--- src/rtl/mem_arb_pkg.sv ---
// rtl/mem_arb_pkg.sv - shared types and constants for the memory arbiter
package mem_arb_pkg;

  typedef enum logic [1:0] {
    ARB_IDLE,
    ARB_ACCESS,
    ARB_RESP
  } arb_state_t;

  localparam logic MEM_MODE_READ  = 1'b0;
  localparam logic MEM_MODE_WRITE = 1'b1;

  localparam int ARB_CPU_PORT = 0;

endpackage

--- src/rtl/mem_arbiter_rr_picker.sv ---
// rtl/mem_arbiter_rr_picker.sv - combinational round-robin search starting at ptr
module rr_picker
  import mem_arb_pkg::*;
#(
  parameter int NUM_REQ = 3,
  parameter int PTR_W   = 2
) (
  input  logic [NUM_REQ-1:0] req,
  input  logic [PTR_W-1:0]   ptr,
  output logic [NUM_REQ-1:0] winner,
  output logic               valid
);

  int idx;

  always_comb begin
    winner = '0;
    valid  = 1'b0;
    idx    = 0;
    for (int i = 0; i < NUM_REQ; i++) begin
      idx = int'(ptr) + i;
      if (idx >= NUM_REQ) idx = idx - NUM_REQ;
      if (!valid && req[idx]) begin
        winner[idx] = 1'b1;
        valid       = 1'b1;
      end
    end
  end

endmodule

--- src/rtl/mem_arbiter.sv ---
// rtl/mem_arbiter.sv - round-robin/lock arbiter for the single-port MEM path
// Optional: MEM_ARB_CPU_PRIORITY_EN gives port 0 absolute priority.
module mem_arbiter
  import mem_arb_pkg::*;
#(
  parameter int NUM_REQ    = 3,
  parameter int ADDR_WIDTH = 16,
  parameter int DATA_WIDTH = 8
) (
  input  logic                           clk,
  input  logic                           rst_n,
  input  logic [NUM_REQ-1:0]             req,
  input  logic [NUM_REQ-1:0]             req_lock,
  input  logic [NUM_REQ-1:0]             req_wr,
  input  logic [NUM_REQ*ADDR_WIDTH-1:0]  req_addr,
  input  logic [NUM_REQ*DATA_WIDTH-1:0]  req_wdata,
  output logic [NUM_REQ-1:0]             gnt,
  output logic [NUM_REQ-1:0]             ack,
  output logic [DATA_WIDTH-1:0]          rdata,
  output logic                           busy,
  output logic [ADDR_WIDTH-1:0]          mem_addr,
  output logic                           mem_enable,
  output logic                           mem_mode,
  output logic [DATA_WIDTH-1:0]          mem_wdata,
  input  logic [DATA_WIDTH-1:0]          mem_rdata
);

  localparam int PTR_W = (NUM_REQ > 2) ? $clog2(NUM_REQ) : 1;
  localparam logic [NUM_REQ-1:0] ONE = NUM_REQ'(1);

  arb_state_t              state;
  logic [PTR_W-1:0]        ptr;
  logic [PTR_W-1:0]        w_q;
  logic [PTR_W-1:0]        sel;
  logic [PTR_W-1:0]        ptr_next;
  logic                    lock_q;
  logic                    wr_q;
  logic [NUM_REQ-1:0]      pick_onehot;
  logic                    pick_valid;
  logic [NUM_REQ-1:0]      choice;
  logic                    any;
  logic [ADDR_WIDTH-1:0]   addr_arr  [NUM_REQ];
  logic [DATA_WIDTH-1:0]   wdata_arr [NUM_REQ];

  rr_picker #(
    .NUM_REQ (NUM_REQ),
    .PTR_W   (PTR_W)
  ) u_picker (
    .req    (req),
    .ptr    (ptr),
    .winner (pick_onehot),
    .valid  (pick_valid)
  );

  always_comb begin
    for (int i = 0; i < NUM_REQ; i++) begin
      addr_arr[i]  = req_addr[i*ADDR_WIDTH +: ADDR_WIDTH];
      wdata_arr[i] = req_wdata[i*DATA_WIDTH +: DATA_WIDTH];
    end
  end

  // A locked burst only continues while its owner still requests in RESP.
  always_comb begin
    choice = pick_onehot;
    any    = pick_valid;
    if (state == ARB_RESP && lock_q && req[w_q]) begin
      choice = ONE << w_q;
      any    = 1'b1;
    end
`ifdef MEM_ARB_CPU_PRIORITY_EN
    if (req[ARB_CPU_PORT]) begin
      choice = ONE << ARB_CPU_PORT;
      any    = 1'b1;
    end
`endif
  end

  always_comb begin
    sel = '0;
    for (int i = 0; i < NUM_REQ; i++) begin
      if (choice[i]) sel = PTR_W'(i);
    end
    ptr_next = (sel == PTR_W'(NUM_REQ-1)) ? '0 : sel + PTR_W'(1);
  end

  assign busy = (state != ARB_IDLE);

  always_ff @(posedge clk or negedge rst_n) begin
    if (!rst_n) begin
      state      <= ARB_IDLE;
      ptr        <= '0;
      w_q        <= '0;
      lock_q     <= 1'b0;
      wr_q       <= 1'b0;
      gnt        <= '0;
      ack        <= '0;
      rdata      <= '0;
      mem_addr   <= '0;
      mem_enable <= 1'b0;
      mem_mode   <= MEM_MODE_READ;
      mem_wdata  <= '0;
    end else begin
      gnt        <= '0;
      ack        <= '0;
      mem_enable <= 1'b0;
      case (state)
        ARB_ACCESS: state <= ARB_RESP;
        default: begin
          if (state == ARB_RESP) begin
            ack <= ONE << w_q;
            if (!wr_q) rdata <= mem_rdata;
          end
          if (any) begin
            state      <= ARB_ACCESS;
            w_q        <= sel;
            lock_q     <= req_lock[sel];
            wr_q       <= req_wr[sel];
            gnt        <= choice;
            mem_enable <= 1'b1;
            mem_addr   <= addr_arr[sel];
            mem_mode   <= req_wr[sel] ? MEM_MODE_WRITE : MEM_MODE_READ;
            mem_wdata  <= wdata_arr[sel];
`ifdef MEM_ARB_CPU_PRIORITY_EN
            if (sel != PTR_W'(ARB_CPU_PORT)) ptr <= ptr_next;
`else
            ptr <= ptr_next;
`endif
          end else begin
            state <= ARB_IDLE;
          end
        end
      endcase
    end
  end

endmodule

--- config.mk ---
export PLATFORM = sky130hd
export DESIGN_NAME = mem_arbiter
export DESIGN_NICKNAME = d
export VERILOG_FILES = /design/src/rtl/mem_arb_pkg.sv /design/src/rtl/mem_arbiter_rr_picker.sv /design/src/rtl/mem_arbiter.sv
export SDC_FILE = /design/constraint.sdc
export NUM_CORES = 1
export LEC_CHECK = 0
export ABC_AREA = 1
export CELL_PAD_IN_SITES_DETAIL_PLACEMENT = 0
export CELL_PAD_IN_SITES_GLOBAL_PLACEMENT = 2
export CORE_MARGIN = 2
export CORE_UTILIZATION = 24
export DETAILED_ROUTE_END_ITERATION = 10
export PLACE_DENSITY_LB_ADDON = 0.1
export SYNTH_ARGS = -nofsm -noshare
export SYNTH_HDL_FRONTEND = slang
export SYNTH_SLANG_ARGS = --single-unit
--- constraint.sdc ---
create_clock -name clk -period 4.04 [get_ports clk]
set_clock_uncertainty 0.05 [all_clocks]
set_input_delay 1.01 -clock clk [delete_from_list [all_inputs] [get_ports clk]]
set_output_delay 1.01 -clock clk [all_outputs]
set_load 0.05 [all_outputs]
==> impl_metrics.yaml <==
outcome:
  run_status: "finished clean"
setup_path:
  cp_data_required_time_ns: 4.21
  crit_fanout: 22
  worst-setup-path-type: "in2reg"
  setup.worst_path.start: "req[2]"
  worstPathArrival_ns: 3.15
  worst-r2r-cell-count: 14
  critical_path.endpoint: "mem_addr[4]$_DFFE_PN0P_"
  rr_endpoint: "mem_addr[4]$_DFFE_PN0P_"
  critical_path.startpoint_type: "primary input"
  critical_path.reg2reg.startpoint: "w_q[0]$_DFFE_PN0P_"
  timing.critical_path.to_type: "flip-flop"
  setup.reg_to_reg.worst_slack_ns: 1.41
global_route:
  aggregate_global_routing_overflow: 0
  grt_pass1_wl_um: 14630
  grt_pass1_vias: 2800
  grt.total_usage: 0.1444
  grt_antenna_before_repair: 0
  grt_max_degree: 34
die:
  die_width_um: 112.3
  start_util: 0.2467
  die_height_um: 112.3
  floorplan.core_area_um2: 11420
  row_count: 39
  design.die.area_um2: 12620
  floorplan.io_pins: 132
min_path:
  hold_class: "reg2reg"
clock_tree:
  clockRootBuffer: "clkbuf_16"
  post_cts_hold_buffer_count: 0
  tritoncts_clock_tree: "done"
  path_clk_slew_ns: 0.07
  number_of_clock_sinks: 45
  cts_resized: 0
  clock_tree.htree_level_count: 2
  cts_inserted_buffers: 5
  maximum_number_of_buffers_from_clock_root_to_sink: 2
  post_cts_buffers: 0
  clkLatencyLatePin_ns: 0.28
timing:
  fin_crit_sh: 0.7376
  rsz0062_at_grt: "false"
  slew_viol_final: 0
  timing_worst_slew_pin_value_ns: 0.8092
  fin_setup_tns_ns: 0
  finalWorstPathRequiredPeriod_ns: 2.980
  hold_violations: 0
  timing.final.setup_violations: 0
  max_clock_freq_mhz: 335.6
  slew-limit-headroom: 0.4605
finish:
  layout.cells.most_common: "clkdlybuf4s50_1"
  syn2layout_area_growth_pct: 55.80
  nets: 584
  top_library_cells_by_usage_in_the_layout_fill_and_taps_aside: "130 x clkdlybuf4s50_1, 89 x nand2_1, 63 x nand3_1, 45 x dfrtp_1, 43 x inv_1"
  fraction_of_final_layout_cells_sized_beyond_drive_strength_1: 0.09611
  antennaDiodeCount: 0
logic_synthesis:
  ys_seq_elements: 45
  synth_area_um2: 2816
  post_synth.cell_area_avg_um2: 7.802
  top_ff_cell_synth: "dfrtp_1"
  synthDominantAreaCellType: "dfrtp_1"
  syn-num-nets: 456
  yosys_warnings: 0
  synth_cells: 361
  synth_edf_count: 0
  ys_async_sr_fraction: 1.000
  synth_top_cell_area_share: 0.3998
  synth.area.top_cells: "dfrtp_1 40%, nand2_1 12%, nand3_1 11%"
  share_of_the_yosys_chip_area_belonging_to_registers: 0.3998
  synth_cell_type_count: 33
routing:
  avgViaCountPerCell: 4.426
  dr_total_vias: 2797
  wl_per_cell_um: 14.29
  drt_first_pass_iters: 4
  final_antenna_net_count: 0
  post-route-drc-count: 0
  drt_iter0_drc: 105
  totalWireLength_um: 9031
placement:
  port-buffer-count: 131
  globalplace.congestion: 0.7612
  dp_hpwl_um: 6755
flow_run:
  max_capacitance_violation_total: 0
[cell usage after synthesis, types with 2 or more instances]
| cell type | number |
|---|---|
| nand2_1 | 89 |
| nand3_1 | 63 |
| dfrtp_1 | 45 |
| inv_1 | 43 |
| nand3b_1 | 32 |
| nor2_1 | 9 |
| buf_2 | 8 |
| mux2_2 | 8 |
| nand4_1 | 8 |
| nand2_2 | 6 |
| buf_4 | 4 |
| ha_1 | 4 |
| inv_2 | 4 |
| or2_0 | 4 |
| or2_2 | 4 |
| nor2_2 | 3 |
| o21ai_0 | 3 |
| o21bai_1 | 3 |
| buf_6 | 2 |
| nand3_2 | 2 |
| nor2_4 | 2 |
| nor3_1 | 2 |
| o21ai_1 | 2 |
| or2_1 | 2 |
[routing by layer]
layer | share of wire | global-route usage | vias up
met3 | 0.060 | 0.03348 | 2
met1 | 0.49 | 0.2110 | 1266
li1 | - | - | 1430
met4 | 0.0051 | 0.02846 | 0
met5 | 0 | 0 | -
met2 | 0.44 | 0.2197 | 99
[area by class of cell]
type | instances | area (um^2)
Tap cell | 143 | 178.9
Timing Repair Buffer | 136 | 1344
Clock buffer | 6 | 138.9
Sequential cell | 45 | 1126
Clock inverter | 1 | 7.507
Multi-Input combinational cell | 253 | 1410
Inverter | 48 | 182.7
Fill cell | 1222 | 7030
[through the flow]
step           area [um^2]  instances  hold slack, ns  worst slack, ns  utilization
5_1_grt               4388        632          0.4703           0.8470       0.3843
4_1_cts               4388        632          0.4338            1.057       0.3843
6_report              4388        632          0.4299            1.060       0.3843
3_3_place_gp          4242        625          0.4145           0.8135       0.3715
3_5_place_dp          4242        625          0.4150           0.7538       0.3715
2_1_floorplan         2816        361          0.4039            1.825            -
[worst max-delay path, cell delays in order]
cell and delay [ns]:
clkdlybuf4s50_1 0.54, inv_1 0.09, o21ai_1 0.14, nand2_2 0.12
nand3_1 0.12, nand3_2 0.10, nand2_2 0.36, buf_4 0.33
nand3_1 0.11, nand3_1 0.11, nand2_1 0.05, inv_1 0.05
[cells by family after synthesis]
logic type / count (synthesis) / synth area share
AND/OR/NAND/NOR: 228 / 0.4176
buffers and inverters: 63 / 0.09951
flip-flops: 45 / 0.3998
AO/OA/AOI/OAI: 13 / 0.03332
multiplexers: 8 / 0.03199
adder cells (fa/ha/maj): 4 / 0.01777
[registers in the layout, summed over array words and instances, names as in the netlist]
signal     count
mem_wdata      8
rdata          8
gnt            3
state          2
mem_addr      16
ack            3
ptr            1
mem_mode       1
w_q            2
lock_q         1
[how the worst min path moves through the flow]
| stage | startpoint | end | slack [ns] | cells past startpoint |
|---|---|---|---|---|
| after detailed placement | mem_addr[7]$_DFFE_PN0P_ | mem_addr[7]$_DFFE_PN0P_ | 0.41 | 2 |
| after CTS | mem_addr[7]$_DFFE_PN0P_ | mem_addr[7]$_DFFE_PN0P_ | 0.43 | 2 |
| after floorplan | w_q[1]$_DFFE_PN0P_ | ack[0]$_DFF_PN0_ | 0.40 | 1 |
| after global placement | mem_addr[7]$_DFFE_PN0P_ | mem_addr[7]$_DFFE_PN0P_ | 0.41 | 2 |
| final | mem_addr[7]$_DFFE_PN0P_ | mem_addr[7]$_DFFE_PN0P_ | 0.43 | 2 |
| after global routing | rdata[3]$_DFFE_PN0P_ | rdata[3]$_DFFE_PN0P_ | 0.47 | 1 |
Power is left out: the tool's default activity adds up to more than one toggle a clock period on the data nets, which glitch-free logic cannot reach.
